### src/rtl/contador_bcd_mod_updown_pkg.sv
// Shared BCD counter definitions: digit width, largest digit, BCD-to-binary helper.
package contador_bcd_mod_updown_pkg;

  localparam int unsigned       BCD_W   = 4;
  localparam logic [BCD_W-1:0]  BCD_MAX = 4'd9;
  localparam int unsigned       BIN_W   = 7;

  // Two BCD digits to binary; valid for digits 0..9 (result 0..99).
  function automatic logic [BIN_W-1:0] bcd2bin(input logic [BCD_W-1:0] d1,
                                               input logic [BCD_W-1:0] d0);
    return BIN_W'(BIN_W'(d1) * BIN_W'(10) + BIN_W'(d0));
  endfunction

endpackage

### src/rtl/contador_bcd_mod_updown_detector_flanco.sv
// Rising-edge detector; history resets to 1 so a level already high at reset
// release is not a tick. EDGE_DET=0 passes the level straight through.
module contador_bcd_mod_updown_detector_flanco #(
  parameter bit EDGE_DET = 1'b1
) (
  input  logic clk,
  input  logic rst_n,
  input  logic sig_i,
  output logic tick_c
);

  logic hist_q;

  always_ff @(posedge clk or negedge rst_n) begin
    if (!rst_n) hist_q <= 1'b1;
    else        hist_q <= sig_i;
  end

  assign tick_c = EDGE_DET ? (sig_i & ~hist_q) : sig_i;

endmodule

### src/rtl/contador_bcd_mod_updown.sv
// Modulo-MOD up/down counter with two BCD digits, synchronous checked load and
// carry/borrow pulses for chaining (upper stage uses EDGE_DET=0).
module contador_bcd_mod_updown
  import contador_bcd_mod_updown_pkg::*;
#(
  parameter int unsigned MOD      = 60,
  parameter bit          EDGE_DET = 1'b1
) (
  input  logic             clk,
  input  logic             reset,
  input  logic             enUP,
  input  logic             enDOWN,
  input  logic             load,
  input  logic [BCD_W-1:0] load_d1,
  input  logic [BCD_W-1:0] load_d0,
  output logic [BCD_W-1:0] digit1,
  output logic [BCD_W-1:0] digit0,
  output logic [BIN_W-1:0] count_bin,
  output logic             carry,
  output logic             borrow,
  output logic             load_err
);

  localparam int unsigned      TOP    = MOD - 1;
  localparam logic [BCD_W-1:0] TOP_D1 = BCD_W'(TOP / 10);
  localparam logic [BCD_W-1:0] TOP_D0 = BCD_W'(TOP % 10);
  localparam int unsigned      LBIN_W = BIN_W + 1;

  logic             up_t, dn_t;
  logic [BCD_W-1:0] d1_q, d0_q, d1_d, d0_d;
  logic             carry_q, carry_d, borrow_q, borrow_d, lerr_q, lerr_d;
  logic             cur_ok, ld_ok;
  logic [BCD_W-1:0] c1, c0;
  logic [BIN_W-1:0] cur_bin;
  logic [LBIN_W-1:0] ld_bin;

  contador_bcd_mod_updown_detector_flanco #(.EDGE_DET(EDGE_DET)) u_det_up (
    .clk    (clk),
    .rst_n  (reset),
    .sig_i  (enUP),
    .tick_c (up_t)
  );

  contador_bcd_mod_updown_detector_flanco #(.EDGE_DET(EDGE_DET)) u_det_dn (
    .clk    (clk),
    .rst_n  (reset),
    .sig_i  (enDOWN),
    .tick_c (dn_t)
  );

  // Next state: load > simultaneous up/down (hold) > up > down > hold.
  always_comb begin
    d1_d     = d1_q;
    d0_d     = d0_q;
    carry_d  = 1'b0;
    borrow_d = 1'b0;
    lerr_d   = 1'b0;

    // An out-of-range state is treated as 0 by the next tick.
    cur_ok  = (d1_q <= BCD_MAX) && (d0_q <= BCD_MAX) &&
              (bcd2bin(d1_q, d0_q) < BIN_W'(MOD));
    c1      = cur_ok ? d1_q : '0;
    c0      = cur_ok ? d0_q : '0;
    cur_bin = bcd2bin(c1, c0);

    ld_bin = LBIN_W'(LBIN_W'(load_d1) * LBIN_W'(10) + LBIN_W'(load_d0));
    ld_ok  = (load_d1 <= BCD_MAX) && (load_d0 <= BCD_MAX) && (ld_bin < LBIN_W'(MOD));

    if (load) begin
      if (ld_ok) begin
        d1_d = load_d1;
        d0_d = load_d0;
      end else begin
        lerr_d = 1'b1;
      end
    end else if (up_t && !dn_t) begin
      if (cur_bin == BIN_W'(TOP)) begin
        d1_d    = '0;
        d0_d    = '0;
        carry_d = 1'b1;
      end else if (c0 == BCD_MAX) begin
        d1_d = c1 + BCD_W'(1);
        d0_d = '0;
      end else begin
        d1_d = c1;
        d0_d = c0 + BCD_W'(1);
      end
    end else if (dn_t && !up_t) begin
      if (cur_bin == '0) begin
        d1_d     = TOP_D1;
        d0_d     = TOP_D0;
        borrow_d = 1'b1;
      end else if (c0 == '0) begin
        d1_d = c1 - BCD_W'(1);
        d0_d = BCD_MAX;
      end else begin
        d1_d = c1;
        d0_d = c0 - BCD_W'(1);
      end
    end
  end

  always_ff @(posedge clk or negedge reset) begin
    if (!reset) begin
      d1_q     <= '0;
      d0_q     <= '0;
      carry_q  <= 1'b0;
      borrow_q <= 1'b0;
      lerr_q   <= 1'b0;
    end else begin
      d1_q     <= d1_d;
      d0_q     <= d0_d;
      carry_q  <= carry_d;
      borrow_q <= borrow_d;
      lerr_q   <= lerr_d;
    end
  end

  assign digit1    = d1_q;
  assign digit0    = d0_q;
  assign count_bin = bcd2bin(d1_q, d0_q);
  assign carry     = carry_q;
  assign borrow    = borrow_q;
  assign load_err  = lerr_q;

endmodule

### config.mk
export PLATFORM = sky130hd
export DESIGN_NAME = contador_bcd_mod_updown
export DESIGN_NICKNAME = d
export VERILOG_FILES = /design/src/rtl/contador_bcd_mod_updown_pkg.sv /design/src/rtl/contador_bcd_mod_updown_detector_flanco.sv /design/src/rtl/contador_bcd_mod_updown.sv
export SDC_FILE = /design/constraint.sdc
export NUM_CORES = 1
export LEC_CHECK = 0
export ABC_AREA = 1
export CELL_PAD_IN_SITES_DETAIL_PLACEMENT = 0
export CELL_PAD_IN_SITES_GLOBAL_PLACEMENT = 1
export CORE_MARGIN = 5
export CORE_UTILIZATION = 43
export CTS_BUF_LIST = sky130_fd_sc_hd__clkbuf_4
export DETAILED_ROUTE_END_ITERATION = 16
export PLACE_DENSITY = 0.95
export SETUP_SLACK_MARGIN = 0.4
export SYNTH_ARGS = -nofsm -noshare
export SYNTH_HDL_FRONTEND = slang
export SYNTH_HIERARCHICAL = 1
export SYNTH_SLANG_ARGS = --single-unit
### constraint.sdc
create_clock -name clk -period 9.7 [get_ports clk]
set_input_delay 1.455 -clock clk [delete_from_list [all_inputs] [get_ports clk]]
set_output_delay 1.455 -clock clk [all_outputs]
set_load 0.005 [all_outputs]
* Yosys cells after proc, flatten, opt, wreduce, memory -nomap -nowiden
Cells that the tools add are included.
** Word-level totals
- Output and inout bits :: 18
- Logic and storage cells :: 69
- Register bits after elaboration :: 13
- Bits of input ports :: 13
** Cells by class
- $lt $le $gt $ge :: 6
- Reductions and logical operators :: 12
- Multipliers :: 3
- Equal/unequal tests :: 3
- Bitwise operators :: 4
- Muxes and demuxes :: 27
- Add/subtract/negate cells :: 7
** Operator list (number)
- $mux 4 :: 18
- $le 4x4->1 const B :: 4
- $add 7x4->7 :: 2
- $mul 4x3->6 const B :: 2
- $mux 1 :: 9
- $add 4x1->4 const B :: 2
- $add 8x4->8 :: 1
- $lt 8x6->1 const B :: 1
- $sub 4x1->4 const B :: 2
- $eq 7x6->1 const B :: 1
- $logic_not 7->1 :: 1
- $lt 7x6->1 const B :: 1
- $mul 4x3->7 const B :: 1
- $logic_and 1x1->1 :: 6
- $eq 4x4->1 const B :: 1
- $logic_not 4->1 :: 1
- $reduce_bool 3->1 :: 1
- $and 1x1->1 :: 2
- $logic_not 1->1 :: 2
- $ne 2x1->1 const B :: 1
- $not 1->1 :: 2
- $reduce_and 2->1 :: 1

* Logic depth before layout (Yosys ltp)
Gate-level depths: netlist of the first run.
- Depth in word-level cells :: 12
- Gate-level depth with buffers :: 31

* Cells and area by module
The synthesis of the first run kept the hierarchy.
** By module, submodules not included
- contador_bcd_mod_updown :: instances 1, cells an instance 311, sequential area each 275.3 µm², area an instance 2028.2 µm²
- contador_bcd_mod_updown_detector_flanco :: instances 2, cells an instance 3, sequential area each 26.3 µm², area an instance 36.3 µm²

* Least setup slack after synthesis of the first run
No wires, ideal clock.
- Path kind :: reg-to-reg
- From :: register d1_q[3], in the netlist digit1[3]
- To :: register d0_q[1], in the netlist digit0[1]
- Cell stages (with the launch flop) :: 28
- Arrival :: 4.171 ns
- Slack :: 5.413 ns
- Data required time :: 9.584 ns
- Library setup time :: 0.116 ns
- Path through :: dfrtp_1 -> ha_1 -> ha_1 -> inv_1 -> fa_1 -> nor2_4 -> nand3_2 -> nand2_2 -> nand2_4 -> nor2_8 -> nand2_2 -> nor2_2 -> ha_1 -> ha_1 -> fa_1 -> nand2_1 -> inv_1 -> nand3_1 -> nand2_1 -> nand2_1 -> nand2_1 -> nand4_1 -> nand2_2 -> nand2_1 -> nand4_1 -> nand3_1 -> nand2_1 -> nand2_1
** On the way
- Word-level cells in the longest chain between the ends :: 12
** Ends and longest elaborated chain
- start, declared :: RTL line contador_bcd_mod_updown.sv:30 : logic [BCD_W-1:0] d1_q, d0_q, d1_d, d0_d;
- start signal, assigned :: RTL line contador_bcd_mod_updown.sv:105 : d1_q <= '0;
- start signal, assigned :: RTL line contador_bcd_mod_updown.sv:111 : d1_q <= d1_d;
- $mul 4x3->6 (*)
- $add 7x4->7 (*)
- via count_bin[6] :: RTL line contador_bcd_mod_updown.sv:18 : output logic [BIN_W-1:0] count_bin,
- $lt 7x6->1 (*) :: RTL line contador_bcd_mod_updown.sv:61 : (bcd2bin(d1_q, d0_q) < BIN_W'(MOD));
- $logic_and 1x1->1 (*) :: RTL line contador_bcd_mod_updown.sv:60 : cur_ok = (d1_q <= BCD_MAX) && (d0_q <= BCD_MAX) &&
- $mux 4 :: RTL line contador_bcd_mod_updown.sv:62 : c1 = cur_ok ? d1_q : '0;
- $mul 4x3->6 :: RTL line contador_bcd_mod_updown_pkg.sv:11 : return BIN_W'(BIN_W'(d1) * BIN_W'(10) + BIN_W'(d0));
- $add 7x4->7 :: RTL line contador_bcd_mod_updown_pkg.sv:11
- $logic_not 7->1 :: RTL line contador_bcd_mod_updown.sv:89 : if (cur_bin == '0) begin
- $mux 4 :: RTL line contador_bcd_mod_updown.sv:89
- $mux 4 :: RTL line contador_bcd_mod_updown.sv:88 : end else if (dn_t && !up_t) begin
- $mux 4 (*) :: RTL line contador_bcd_mod_updown.sv:76 : end else if (up_t && !dn_t) begin
- $mux 4 (*) :: RTL line contador_bcd_mod_updown.sv:69 : if (load) begin
- end signal, assigned :: RTL line contador_bcd_mod_updown.sv:106 : d0_q <= '0;
- end signal, assigned :: RTL line contador_bcd_mod_updown.sv:112 : d0_q <= d0_d;
- end, declared :: RTL line contador_bcd_mod_updown.sv:30
Mark *: on every way through the listed nets, which the timed path passes. The rest lies on a longest branch. The select of a mux whose other input is x is not followed.
A chain may end at the register's enable or synchronous reset.

* Worst setup path in the final report of the first run
- From :: register d1_q[1], in the netlist digit1[1]
- To :: register d1_q[2], in the netlist digit1[2]
** On the way
- Word-level cells in the longest chain between the ends :: 12
** Ends and longest elaborated chain (RTL line)
- $mul 4x3->6 :: contador_bcd_mod_updown_pkg.sv:11
- $add 7x4->7 :: contador_bcd_mod_updown_pkg.sv:11
- $lt 7x6->1 :: contador_bcd_mod_updown.sv:61
- $logic_and 1x1->1 :: contador_bcd_mod_updown.sv:60
- $mux 4 :: contador_bcd_mod_updown.sv:62
- $mul 4x3->6 :: contador_bcd_mod_updown_pkg.sv:11
- $add 7x4->7 :: contador_bcd_mod_updown_pkg.sv:11
- $logic_not 7->1 :: contador_bcd_mod_updown.sv:89
- $mux 4 :: contador_bcd_mod_updown.sv:89
- $mux 4 :: contador_bcd_mod_updown.sv:88
- $mux 4 (*) :: contador_bcd_mod_updown.sv:76
- $mux 4 (*) :: contador_bcd_mod_updown.sv:69
Every way passes the cells marked *; elsewhere a longest branch is shown, timed or not. The select of a mux whose other input is x is not followed.

==> results of run 1 <==
## worst reg2reg max path: cells and delay by family (launching register included)
family	cells	cell delay (ns)
adder cells (fa/ha/maj)	6	2.06
flip-flops	1	0.51
buffers and inverters	3	0.16
AND/OR/NAND/NOR	20	1.90
## flip-flops by register name, summed over array words and instances (netlist names)
register and cells:
digit1 4, digit0 4, borrow 1, carry 1, u_det_up/hist_q 1, load_err 1, u_det_dn/hist_q 1
## cells in the mapped netlist (all sizes together)
cell type | n | share of area, %
a21boi | 1 | 0.36
a21oi | 8 | 2.8
buf | 2 | 0.60
clkbuf | 1 | 0.36
dfrtp | 11 | 13
dfstp | 2 | 2.5
fa | 6 | 5.7
ha | 23 | 14
inv | 47 | 8.4
mux2i | 1 | 0.48
nand2 | 109 | 22
nand3 | 37 | 11
nand3b | 2 | 0.71
nand4 | 4 | 1.2
nor2 | 40 | 10
nor3 | 3 | 0.71
nor3b | 2 | 0.71
nor4 | 1 | 0.30
o211ai | 1 | 0.36
o21ai | 9 | 2.3
xnor2 | 2 | 0.83
xor2 | 5 | 2.1
## layer usage
metal / GRT usage, % / wire (um) / vias to the layer above / part of all wire, %
met5: 0 / 0 / - / 0
li1: - / - / 1069 / -
met4: 3.89 / 59 / 0 / 1.1
met1: 25.7 / 2520 / 937 / 46
met2: 30.5 / 2590 / 75 / 47
met3: 1.47 / 314 / 11 / 5.7
## cell type report
| class | count | area share, % |
|---|---|---|
| timing repair buffer | 30 | 12.0 |
| clock buffer | 4 | 1.20 |
| tap | 67 | 3.36 |
| multi-input combinational | 254 | 63.2 |
| sequential | 13 | 13.1 |
| inverter | 47 | 7.07 |
## cells by family after synthesis
group,after synthesis
adders and majority gates,29
DFF,13
AOI/OAI and AO/OA,19
muxes,1
and+or+nand+nor,198
buffers and inverters,50
xor gates and xnor gates,7
## stage by stage
| stage | setup slack [ns] | utilization, % |
|---|---|---|
| after floorplan | 5.41 | - |
| after global placement | 5.11 | 52.2 |
| after detailed placement | 5.02 | 52.2 |
| after CTS | 4.99 | 52.8 |
| after global routing | 4.62 | 52.8 |
| final | 4.97 | 52.8 |
## cell usage in the layout (no fill, tap or decap), drive strengths merged
cell	n
xnor2	2
dfstp	2
nor3	3
a21oi	8
fa	6
nor2	40
clkbuf	4
nand4	4
inv	47
o211ai	1
nand3	37
nor4	1
ha	23
nor3b	2
mux2i	1
dfrtp	11
a21boi	1
clkdlybuf4s50	30
o21ai	9
nand2	109
nand3b	2
xor2	5
## path summary, 6_finish.rpt
kind / from / to / slack (ns) / depth (start not counted)
min reg2reg: digit0[0] / digit0[0] / 0.65 / 2
max: digit1[1] / digit1[2] / 4.97 / 29
max reg2reg: digit1[1] / digit1[2] / 4.97 / 29
max in group asynchronous: reset / digit0[2] / 7.72 / 1
min in group asynchronous: reset / load_err / 1.56 / 1
min: digit0[0] / digit0[0] / 0.65 / 2
==> impl_results.html, run 1 <==
<table>
<tr><th>Metric</th><th>Value</th></tr>
<tr><th colspan="2">Status</th></tr>
<tr><td>Status</td><td>finished, final reports clean</td></tr>
<tr><th colspan="2">Timing</th></tr>
<tr><td>Highest Clock Rate</td><td>211 MHz</td></tr>
<tr><td>Relative slew slack</td><td>57.0%</td></tr>
<tr><td>Setup repair after global routing missed its margin</td><td>false</td></tr>
<tr><td>Clock skew after layout</td><td>0.00795 ns</td></tr>
<tr><td>Final critical-path share of the clock period</td><td>48.8%</td></tr>
<tr><td>Worst hold margin</td><td>between 0.6 and 0.7 ns</td></tr>
<tr><td>Fin. Hold Viols</td><td>0</td></tr>
<tr><td>Final setup vio count</td><td>0</td></tr>
<tr><td>Pins over their slew limit</td><td>0</td></tr>
<tr><td>Period minus WS final</td><td>about 4.7 ns</td></tr>
<tr><td>Post-Route Setup TNS</td><td>0 ns</td></tr>
<tr><td>Worst slew pin tran</td><td>between 0.6 and 0.7 ns</td></tr>
<tr><th colspan="2">Layout</th></tr>
<tr><td>Total area of sequential cells</td><td>between 300 and 400 um^2</td></tr>
<tr><td># diodes</td><td>0</td></tr>
<tr><td>Fraction of final layout cells sized beyond drive strength 1</td><td>14.7%</td></tr>
<tr><td>Fillers</td><td>488</td></tr>
<tr><td>Multi-input gate area</td><td>~1600 um^2</td></tr>
<tr><td>Area growth syn-to-layout</td><td>18.8%</td></tr>
<tr><td>Fin nets</td><td>391</td></tr>
<tr><td>Final cell count without fillers</td><td>415</td></tr>
<tr><td>Fin area</td><td>2490 um^2</td></tr>
<tr><th colspan="2">Floorplan</th></tr>
<tr><td>Standard-cell row count</td><td>25</td></tr>
<tr><td>DIE AREA</td><td>between 6000 and 7000 um^2</td></tr>
<tr><td>Floorplan Core Area</td><td>4720 um^2</td></tr>
<tr><td>Starting density of the core</td><td>44.5%</td></tr>
<tr><td>Count of boundary I/O pins</td><td>31</td></tr>
<tr><td>Horizontal die dimension</td><td>79.9 um</td></tr>
<tr><td>Vert. Die Dim</td><td>79.9 um</td></tr>
<tr><th colspan="2">Clock network</th></tr>
<tr><td>CTS Buf Count</td><td>3</td></tr>
<tr><td>Hold buffer count at CTS</td><td>0</td></tr>
<tr><td>Setup bufs post-CTS</td><td>0</td></tr>
<tr><td>TritonCTS clock tree</td><td>done</td></tr>
<tr><td>Clock sink count</td><td>13</td></tr>
<tr><td>Depth of the CTS H-tree</td><td>1</td></tr>
<tr><td>Skew-Pair Late Insertion Delay</td><td>~0.29 ns</td></tr>
<tr><td>Root Buffer</td><td>sky130_fd_sc_hd__clkbuf_4</td></tr>
<tr><td>Worst-path clk slew</td><td>0.09 ns</td></tr>
<tr><td>PostCTS Resize Cnt</td><td>0</td></tr>
<tr><td>Maximum clock insertion buffer count</td><td>2</td></tr>
<tr><th colspan="2">Synthesis</th></tr>
<tr><td>Sequential share of the synthesized area</td><td>15.6%</td></tr>
<tr><td>Xor and xnor fraction of the mapped netlist area</td><td>2.92%</td></tr>
<tr><td>Portion of netlist area occupied by mux cells</td><td>0.476%</td></tr>
<tr><td>Number of warnings reported in the yosys synthesis log</td><td>6</td></tr>
<tr><td>Number of unique standard cell types used by synthesis</td><td>35</td></tr>
<tr><td>Post-synthesis net count</td><td>about 360</td></tr>
<tr><td>Post-Syn Area per Cell</td><td>6.63 um^2</td></tr>
<tr><td>Area fraction in compound gates after synthesis</td><td>5.84%</td></tr>
<tr><td>Post-synthesis adder-cell area fraction</td><td>19.4%</td></tr>
<tr><td>Instance count of the mapped netlist</td><td>317</td></tr>
<tr><td>Number of storage elements in the synthesis netlist</td><td>13</td></tr>
<tr><td>Largest family of logic cells by synthesized area</td><td>simple AND/OR/NAND/NOR gates</td></tr>
<tr><td>Post-synthesis cell area</td><td>2100 um^2</td></tr>
<tr><td>Fraction of the mapped netlist area in simple logic gates</td><td>46.4%</td></tr>
<tr><th colspan="2">Critical path</th></tr>
<tr><td>Critical path start-end classification</td><td>flop to flop</td></tr>
<tr><td>Top Family by Delay on Critical Path</td><td>adder cells</td></tr>
<tr><td>Data required, critical path</td><td>between 9 and 10 ns</td></tr>
<tr><td>Kind of end point of the critical path</td><td>flop</td></tr>
<tr><td>Worst path buffer plus inverter count</td><td>3</td></tr>
<tr><td>Most used cell along the critical path</td><td>sky130_fd_sc_hd__nand2_1</td></tr>
<tr><td>Arrival time worst endpoint</td><td>4.91 ns</td></tr>
<tr><td>Worst Setup Start Kind</td><td>flop</td></tr>
<tr><td>Worst-path maximum fanout</td><td>7</td></tr>
<tr><td>Highest-delay cell along the critical path</td><td>sky130_fd_sc_hd__fa_1</td></tr>
<tr><td>Delay of the slowest critical-path stage</td><td>0.52 ns</td></tr>
<tr><th colspan="2">Placed design</th></tr>
<tr><td>Cell count after placement</td><td>411</td></tr>
<tr><td>Final estimated routing congestion in global placement</td><td>0.933</td></tr>
<tr><td>HPWL after detailed placement</td><td>4460 um</td></tr>
<tr><td>Post-place instance area</td><td>2460 um^2</td></tr>
<tr><td>Port Buf Inserts</td><td>30</td></tr>
<tr><th colspan="2">GRT</th></tr>
<tr><td>Total global routing track utilization</td><td>18.3%</td></tr>
<tr><td>Maximum number of pins on one net before global-route repair</td><td>17</td></tr>
<tr><td>First-pass GRT wire length</td><td>9440 um</td></tr>
<tr><td>Via count of the first global-routing pass</td><td>2046</td></tr>
<tr><td>Initial antenna violation count</td><td>0</td></tr>
<tr><td>GRT overflow</td><td>0</td></tr>
<tr><th colspan="2">Routing</th></tr>
<tr><td>Routed via count</td><td>approximately 2100</td></tr>
<tr><td>1st-pass router iterations</td><td>5</td></tr>
<tr><td>Number of nets with antenna violations after routing</td><td>0</td></tr>
<tr><td>Drt total wl</td><td>5480 um</td></tr>
<tr><td>DRC violation total after the first TritonRoute iteration</td><td>138</td></tr>
<tr><td>Final routed DRC violation total</td><td>0</td></tr>
<tr><td>Vias per Instance</td><td>5.04</td></tr>
<tr><td>Average routed wire per standard cell</td><td>~13 um</td></tr>
<tr><th colspan="2">Hold path</th></tr>
<tr><td>Worst Hold Class</td><td>flop to flop</td></tr>
<tr><th colspan="2">Job</th></tr>
<tr><td>Max-Cap Viols</td><td>0</td></tr>
</table>
Power of run 1 is not shown: default switching activity piles up to over one toggle a cycle in this logic, so the estimate is an artifact.
==> run 2: changes to the inputs <==
- CORE_UTILIZATION: 43 -> 40
- clock period: 9.7 -> 5 ns (I/O delays scaled with it)
==> impl_results.html, run 2 (synthesis results as in run 1) <==
<table>
<tr><th>Metric</th><th>Value</th></tr>
<tr><th colspan="2">Timing</th></tr>
<tr><td>Worst slew pin tran</td><td>0.614 ns (was 0.642 ns)</td></tr>
<tr><td>Period minus WS final</td><td>4.31 ns (was 4.73 ns)</td></tr>
<tr><td>Pins over their slew limit</td><td>0 (unchanged)</td></tr>
<tr><td>Setup repair after global routing missed its margin</td><td>false (unchanged)</td></tr>
<tr><td>Fin. Hold Viols</td><td>0 (unchanged)</td></tr>
<tr><td>Final worst setup slack</td><td>0.687 ns (was 4.97 ns)</td></tr>
<tr><td>Final critical-path share of the clock period</td><td>86.3% (was 48.8%)</td></tr>
<tr><td>Highest Clock Rate</td><td>232 MHz (was 211 MHz)</td></tr>
<tr><td>Final setup vio count</td><td>0 (unchanged)</td></tr>
<tr><td>Clock skew after layout</td><td>0.00220 ns (was 0.00795 ns)</td></tr>
<tr><td>Post-Route Setup TNS</td><td>0 ns (unchanged)</td></tr>
<tr><td>Relative slew slack</td><td>58.9% (was 57.0%)</td></tr>
<tr><th colspan="2">Critical path</th></tr>
<tr><td>Reg2Reg Setup Slack</td><td>0.69 ns (was 4.97 ns)</td></tr>
<tr><td>Arrival time worst endpoint</td><td>4.53 ns (was 4.91 ns)</td></tr>
<tr><td>Number of cell instances on the worst register-to-register path</td><td>28 (was 29)</td></tr>
<tr><td>Kind of end point of the critical path</td><td>flop (unchanged)</td></tr>
<tr><td>Delay of the slowest critical-path stage</td><td>0.53 ns (was 0.52 ns)</td></tr>
<tr><td>Launch instance of the worst register-to-register path</td><td>digit1[1] (unchanged)</td></tr>
<tr><td>Endpoint of the lowest-slack register-to-register path</td><td>digit0[3] (was digit1[2])</td></tr>
<tr><td>Highest-delay cell along the critical path</td><td>sky130_fd_sc_hd__fa_1 (unchanged)</td></tr>
<tr><td>Worst-path maximum fanout</td><td>5 (was 7)</td></tr>
<tr><td>Critical path start-end classification</td><td>flop to flop (unchanged)</td></tr>
<tr><td>Worst Setup Start Kind</td><td>flop (unchanged)</td></tr>
<tr><td>Most used cell along the critical path</td><td>sky130_fd_sc_hd__nand2_1 (unchanged)</td></tr>
<tr><td>Data required, critical path</td><td>5.22 ns (was 9.87 ns)</td></tr>
<tr><th colspan="2">Floorplan</th></tr>
<tr><td>DIE AREA</td><td>6800 um^2 (was 6380 um^2)</td></tr>
<tr><td>Starting density of the core</td><td>41.1% (was 44.5%)</td></tr>
<tr><td>Floorplan Core Area</td><td>5110 um^2 (was 4720 um^2)</td></tr>
<tr><td>Standard-cell row count</td><td>26 (was 25)</td></tr>
<tr><td>Horizontal die dimension</td><td>82.5 um (was 79.9 um)</td></tr>
<tr><td>Count of boundary I/O pins</td><td>31 (unchanged)</td></tr>
<tr><td>Vert. Die Dim</td><td>82.5 um (was 79.9 um)</td></tr>
<tr><th colspan="2">Layout</th></tr>
<tr><td>Area growth syn-to-layout</td><td>26.9% (was 18.8%)</td></tr>
<tr><td>Leading cell type in the layout, fill and taps excluded</td><td>sky130_fd_sc_hd__nand2_1 (unchanged)</td></tr>
<tr><td>Fraction of final layout cells sized beyond drive strength 1</td><td>19.8% (was 14.7%)</td></tr>
<tr><td>Fin nets</td><td>407 (was 391)</td></tr>
<tr><td>Fillers</td><td>513 (was 488)</td></tr>
<tr><td>Top library cells by usage in the layout, fill and taps aside</td><td>sky130_fd_sc_hd__nand2_1, sky130_fd_sc_hd__inv_1, sky130_fd_sc_hd__nand3_1, sky130_fd_sc_hd__clkdlybuf4s50_1, sky130_fd_sc_hd__nor2_1 (unchanged)</td></tr>
<tr><td># diodes</td><td>0 (unchanged)</td></tr>
<tr><th colspan="2">Placed design</th></tr>
<tr><td>Final estimated routing congestion in global placement</td><td>0.945 (was 0.933)</td></tr>
<tr><td>HPWL after detailed placement</td><td>4500 um (was 4460 um)</td></tr>
<tr><td>Port Buf Inserts</td><td>30 (unchanged)</td></tr>
<tr><td>Dpl ws</td><td>0.319 ns (was 5.02 ns)</td></tr>
<tr><th colspan="2">Routing</th></tr>
<tr><td>Total length of routed met3 wires</td><td>227 um (was 314 um)</td></tr>
<tr><td>Drt total wl</td><td>5640 um (was 5480 um)</td></tr>
<tr><td>Number of nets with antenna violations after routing</td><td>0 (unchanged)</td></tr>
<tr><td>1st-pass router iterations</td><td>4 (was 5)</td></tr>
<tr><td>Final routed DRC violation total</td><td>0 (unchanged)</td></tr>
<tr><td>Total length of routed met2 wires</td><td>2760 um (was 2590 um)</td></tr>
<tr><td>DRC violation total after the first TritonRoute iteration</td><td>227 (was 138)</td></tr>
<tr><td>Average routed wire per standard cell</td><td>13.0 um (was 13.2 um)</td></tr>
<tr><td>Vias per Instance</td><td>4.91 (was 5.04)</td></tr>
<tr><td>Routed via count</td><td>2130 (was 2092)</td></tr>
<tr><td>Routed length on met1</td><td>2610 um (was 2520 um)</td></tr>
<tr><td>Top routing layer in use</td><td>met4 (unchanged)</td></tr>
<tr><th colspan="2">Clock network</th></tr>
<tr><td>CTS Buf Count</td><td>3 (unchanged)</td></tr>
<tr><td>Skew-Pair Late Insertion Delay</td><td>0.28 ns (was 0.29 ns)</td></tr>
<tr><td>Root Buffer</td><td>sky130_fd_sc_hd__clkbuf_4 (unchanged)</td></tr>
<tr><td>Clock sink count</td><td>13 (unchanged)</td></tr>
<tr><td>Hold buffer count at CTS</td><td>0 (unchanged)</td></tr>
<tr><td>Worst-path clk slew</td><td>0.08 ns (was 0.09 ns)</td></tr>
<tr><td>Maximum clock insertion buffer count</td><td>2 (unchanged)</td></tr>
<tr><td>Depth of the CTS H-tree</td><td>1 (unchanged)</td></tr>
<tr><td>TritonCTS clock tree</td><td>done (unchanged)</td></tr>
<tr><th colspan="2">GRT</th></tr>
<tr><td>Maximum number of pins on one net before global-route repair</td><td>17 (unchanged)</td></tr>
<tr><td>GRT overflow</td><td>0 (unchanged)</td></tr>
<tr><td>Initial antenna violation count</td><td>0 (unchanged)</td></tr>
<tr><td>Via count of the first global-routing pass</td><td>2033 (was 2046)</td></tr>
<tr><td>First-pass GRT wire length</td><td>9520 um (was 9440 um)</td></tr>
<tr><td>Total global routing track utilization</td><td>17.6% (was 18.3%)</td></tr>
<tr><th colspan="2">Hold path</th></tr>
<tr><td>Worst Hold Class</td><td>flop to flop (unchanged)</td></tr>
<tr><td>Hold Path Origin</td><td>u_det_up/hist_q (was digit0[0])</td></tr>
<tr><td>Cells on Worst Hold Path</td><td>4 (was 2)</td></tr>
<tr><td>Hold endpoint</td><td>borrow (was digit0[0])</td></tr>
<tr><th colspan="2">Status</th></tr>
<tr><td>Status</td><td>finished, final reports clean (unchanged)</td></tr>
<tr><th colspan="2">Job</th></tr>
<tr><td>Max-Cap Viols</td><td>0 (unchanged)</td></tr>
</table>
## run 2: cell types whose count changed in the layout (fill, tap and decap cells not counted), sizes merged
cell / change
buf: +16
## run 2: through the flow
| step | cells | util, % | cell area, um^2 | hold WS (ns) |
|---|---|---|---|---|
| floorplan | 317 | - | 2100 | 0.454 |
| global placement | 418 | 48.9 | 2500 | 0.629 |
| detailed placement | 418 | 48.9 | 2500 | 0.653 |
| CTS | 422 | 49.6 | 2530 | 0.608 |
| global route | 434 | 52.2 | 2670 | 0.713 |
| finish | 434 | 52.2 | 2670 | 0.670 |
## run 2: cell type report
class	instances	area, um^2	area share [%]
clock buffer	4	30.0	1.13
inverter	47	176	6.62
multi-input combinational	254	1620	60.8
sequential	13	329	12.3
tap	70	87.6	3.29
timing repair buffer	46	420	15.8
## run 2: what timing repair did
item | in CTS | in global routing
buffers inserted | 0 | 12
gates resized for setup | 2 | 8
pin swaps | 0 | 11
setup endpoints to repair | 7 | 9
## run 2: worst max-delay path: cells and delay by family (launching register included)
kind / cells / cell delay, ns
and+or+nand+nor: 17 / 1.42
buffers and inverters: 4 / 0.27
adders and majority gates: 6 / 1.87
AOI/OAI and AO/OA: 1 / 0.22
DFF: 1 / 0.45
## run 2: metal layers
layer / track usage, % / vias to the layer above
li1: - / 1104
met1: 23.8 / 960
met2: 31.2 / 58
met3: 1.30 / 8
met4: 2.16 / 0
met5: 0 / -
## run 2: worst max-delay path by stage
stage | slack, ns | endpoint | start
after floorplan | 0.71 | digit0[1] | digit1[3]
after global placement | 0.49 | digit1[2] | digit1[1]
after detailed placement | 0.32 | digit1[2] | digit1[1]
after CTS | 0.43 | digit0[2] | digit1[1]
after global routing | 0.38 | digit0[2] | digit1[1]
final | 0.69 | digit0[3] | digit1[1]
Power of run 2 is left out for the same reason.
==> run 3: changes to the inputs <==
- CORE_MARGIN: 5 -> 10
==> impl_results.html, run 3 (synthesis results as in run 1) <==
<table>
<tr><th>Metric</th><th>Value</th></tr>
<tr><th colspan="2">Routing</th></tr>
<tr><td>Average routed wire per standard cell</td><td>13.6 um (was 13.0 um)</td></tr>
<tr><td>Number of nets with antenna violations after routing</td><td>0 (unchanged)</td></tr>
<tr><td>DRC violation total after the first TritonRoute iteration</td><td>228 (was 227)</td></tr>
<tr><td>Drt total wl</td><td>5900 um (was 5640 um)</td></tr>
<tr><td>Vias per Instance</td><td>5.01 (was 4.91)</td></tr>
<tr><td>Final routed DRC violation total</td><td>0 (unchanged)</td></tr>
<tr><td>Routed via count</td><td>2171 (was 2130)</td></tr>
<tr><td>1st-pass router iterations</td><td>7 (was 4)</td></tr>
<tr><th colspan="2">Hold path</th></tr>
<tr><td>Worst Hold Class</td><td>flop to flop (unchanged)</td></tr>
<tr><td>Hold Path Origin</td><td>digit0[3] (was u_det_up/hist_q)</td></tr>
<tr><td>Cells on Worst Hold Path</td><td>3 (was 4)</td></tr>
<tr><td>Hold endpoint</td><td>digit0[3] (was borrow)</td></tr>
<tr><th colspan="2">Floorplan</th></tr>
<tr><td>Count of boundary I/O pins</td><td>31 (unchanged)</td></tr>
<tr><td>Vert. Die Dim</td><td>92.5 um (was 82.5 um)</td></tr>
<tr><td>Horizontal die dimension</td><td>92.5 um (was 82.5 um)</td></tr>
<tr><td>DIE AREA</td><td>8550 um^2 (was 6800 um^2)</td></tr>
<tr><td>Floorplan Core Area</td><td>5110 um^2 (unchanged)</td></tr>
<tr><td>Standard-cell row count</td><td>26 (unchanged)</td></tr>
<tr><td>Starting density of the core</td><td>41.1% (unchanged)</td></tr>
<tr><th colspan="2">Timing</th></tr>
<tr><td>Highest Clock Rate</td><td>227 MHz (was 232 MHz)</td></tr>
<tr><td>Clock skew after layout</td><td>0.0170 ns (was 0.00220 ns)</td></tr>
<tr><td>Final setup vio count</td><td>0 (unchanged)</td></tr>
<tr><td>Relative slew slack</td><td>58.2% (was 58.9%)</td></tr>
<tr><td>Pins over their slew limit</td><td>0 (unchanged)</td></tr>
<tr><td>Worst hold margin</td><td>0.634 ns (was 0.670 ns)</td></tr>
<tr><td>Final critical-path share of the clock period</td><td>87.9% (was 86.3%)</td></tr>
<tr><td>Fin. Hold Viols</td><td>0 (unchanged)</td></tr>
<tr><td>Setup repair after global routing missed its margin</td><td>true (was false)</td></tr>
<tr><td>Post-Route Setup TNS</td><td>0 ns (unchanged)</td></tr>
<tr><td>Worst slew pin tran</td><td>0.625 ns (was 0.614 ns)</td></tr>
<tr><td>Period minus WS final</td><td>4.40 ns (was 4.31 ns)</td></tr>
<tr><th colspan="2">Clock network</th></tr>
<tr><td>Skew-Pair Late Insertion Delay</td><td>0.31 ns (was 0.28 ns)</td></tr>
<tr><td>TritonCTS clock tree</td><td>done (unchanged)</td></tr>
<tr><td>Root Buffer</td><td>sky130_fd_sc_hd__clkbuf_4 (unchanged)</td></tr>
<tr><td>Clock sink count</td><td>13 (unchanged)</td></tr>
<tr><td>Worst-path clk slew</td><td>0.11 ns (was 0.08 ns)</td></tr>
<tr><td>Maximum clock insertion buffer count</td><td>2 (unchanged)</td></tr>
<tr><td>CTS Buf Count</td><td>3 (unchanged)</td></tr>
<tr><td>Depth of the CTS H-tree</td><td>1 (unchanged)</td></tr>
<tr><td>Hold buffer count at CTS</td><td>0 (unchanged)</td></tr>
<tr><th colspan="2">Critical path</th></tr>
<tr><td>Endpoint of the lowest-slack register-to-register path</td><td>digit0[2] (was digit0[3])</td></tr>
<tr><td>Kind of end point of the critical path</td><td>flop (unchanged)</td></tr>
<tr><td>Arrival time worst endpoint</td><td>4.58 ns (was 4.53 ns)</td></tr>
<tr><td>Reg2Reg Setup Slack</td><td>0.60 ns (was 0.69 ns)</td></tr>
<tr><td>Worst-path maximum fanout</td><td>7 (was 5)</td></tr>
<tr><td>Launch instance of the worst register-to-register path</td><td>digit1[1] (unchanged)</td></tr>
<tr><td>Data required, critical path</td><td>5.19 ns (was 5.22 ns)</td></tr>
<tr><td>Critical path start-end classification</td><td>flop to flop (unchanged)</td></tr>
<tr><td>Worst Setup Start Kind</td><td>flop (unchanged)</td></tr>
<tr><td>Number of cell instances on the worst register-to-register path</td><td>25 (was 28)</td></tr>
<tr><th colspan="2">GRT</th></tr>
<tr><td>Initial antenna violation count</td><td>0 (unchanged)</td></tr>
<tr><td>Via count of the first global-routing pass</td><td>2008 (was 2033)</td></tr>
<tr><td>Total global routing track utilization</td><td>13.3% (was 17.6%)</td></tr>
<tr><td>First-pass GRT wire length</td><td>9610 um (was 9520 um)</td></tr>
<tr><td>GRT overflow</td><td>0 (unchanged)</td></tr>
<tr><td>Maximum number of pins on one net before global-route repair</td><td>17 (unchanged)</td></tr>
<tr><th colspan="2">Layout</th></tr>
<tr><td>Fraction of final layout cells sized beyond drive strength 1</td><td>21.8% (was 19.8%)</td></tr>
<tr><td>Fillers</td><td>504 (was 513)</td></tr>
<tr><td># diodes</td><td>0 (unchanged)</td></tr>
<tr><td>Total area of sequential cells</td><td>330 um^2 (was 329 um^2)</td></tr>
<tr><td>Top library cells by usage in the layout, fill and taps aside</td><td>sky130_fd_sc_hd__nand2_1, sky130_fd_sc_hd__inv_1, sky130_fd_sc_hd__clkdlybuf4s50_1 (was sky130_fd_sc_hd__nand2_1, sky130_fd_sc_hd__inv_1, sky130_fd_sc_hd__nand3_1, sky130_fd_sc_hd__clkdlybuf4s50_1, sky130_fd_sc_hd__nor2_1)</td></tr>
<tr><td>Multi-input gate area</td><td>1660 um^2 (was 1620 um^2)</td></tr>
<tr><td>Fin nets</td><td>406 (was 407)</td></tr>
<tr><td>Leading cell type in the layout, fill and taps excluded</td><td>sky130_fd_sc_hd__nand2_1 (unchanged)</td></tr>
<tr><td>Area growth syn-to-layout</td><td>28.5% (was 26.9%)</td></tr>
<tr><th colspan="2">Placed design</th></tr>
<tr><td>Final estimated routing congestion in global placement</td><td>0.995 (was 0.945)</td></tr>
<tr><td>HPWL after detailed placement</td><td>4590 um (was 4500 um)</td></tr>
<tr><td>Port Buf Inserts</td><td>30 (unchanged)</td></tr>
<tr><th colspan="2">Job</th></tr>
<tr><td>Max-Cap Viols</td><td>0 (unchanged)</td></tr>
<tr><th colspan="2">Status</th></tr>
<tr><td>Status</td><td>finished, final reports clean (unchanged)</td></tr>
</table>
[run 3: area by class of cell]
cell class / count / area share, %
inverters: 47 / 6.72
multi-input cells: 254 / 61.4
repair buffers: 45 / 15.3
flip-flops and latches: 13 / 12.2
well taps: 70 / 3.24
clock buffers: 4 / 1.11
[run 3: worst max-delay path by stage]
stage | start | end
floorplan | digit1[3] | digit0[1]
global placement | digit1[1] | digit0[2]
detailed placement | digit1[1] | digit0[2]
CTS | digit1[1] | digit0[2]
global route | digit1[1] | digit0[2]
finish | digit1[1] | digit0[2]
[run 3: per-layer routing]
| layer | global-route usage [%] | wire [um] | vias up |
|---|---|---|---|
| met5 | 0 | 0 | - |
| met4 | 3.98 | 88 | 0 |
| met3 | 1.53 | 358 | 8 |
| met2 | 22.5 | 2840 | 75 |
| met1 | 17.2 | 2610 | 990 |
| li1 | - | - | 1098 |
[run 3: repair_timing]
action	in CTS	in global routing
cloned	0	0
resized for setup	3	20
endpoints found under the setup margin	8	9
pin swaps	1	15
setup buffers	1	11
[run 3: critical path: stages (launching register included)]
cell	delay (ns)
sky130_fd_sc_hd__dfrtp_2	0.48
sky130_fd_sc_hd__ha_4	0.28
sky130_fd_sc_hd__ha_1	0.15
sky130_fd_sc_hd__inv_2	0.05
sky130_fd_sc_hd__fa_2	0.59
sky130_fd_sc_hd__nor2_4	0.05
sky130_fd_sc_hd__buf_4	0.13
sky130_fd_sc_hd__nand3_4	0.08
sky130_fd_sc_hd__nand3_2	0.08
sky130_fd_sc_hd__nor2_4	0.23
sky130_fd_sc_hd__nand2_4	0.09
sky130_fd_sc_hd__inv_2	0.14
sky130_fd_sc_hd__ha_1	0.18
sky130_fd_sc_hd__ha_2	0.18
sky130_fd_sc_hd__fa_1	0.44
sky130_fd_sc_hd__buf_4	0.15
sky130_fd_sc_hd__xor2_1	0.19
sky130_fd_sc_hd__nand2_1	0.08
sky130_fd_sc_hd__nor2_1	0.10
sky130_fd_sc_hd__nand2_1	0.07
sky130_fd_sc_hd__inv_2	0.12
sky130_fd_sc_hd__nand2_4	0.08
sky130_fd_sc_hd__nand4_1	0.09
sky130_fd_sc_hd__nand3_1	0.09
sky130_fd_sc_hd__nand2_2	0.10
sky130_fd_sc_hd__nand2_1	0.05
[run 3: metrics by stage]
| stage | cells | setup slack, ns | util (%) | cell area, um^2 |
|---|---|---|---|---|
| after floorplan | 317 | 0.713 | - | 2100 |
| after global routing | 433 | 0.350 | 52.9 | 2700 |
| after CTS | 422 | 0.414 | 49.7 | 2540 |
| after global placement | 417 | 0.419 | 48.8 | 2490 |
| after detailed placement | 417 | 0.236 | 48.8 | 2490 |
| final | 433 | 0.604 | 52.9 | 2700 |
Power of run 3 is left out for the same reason.
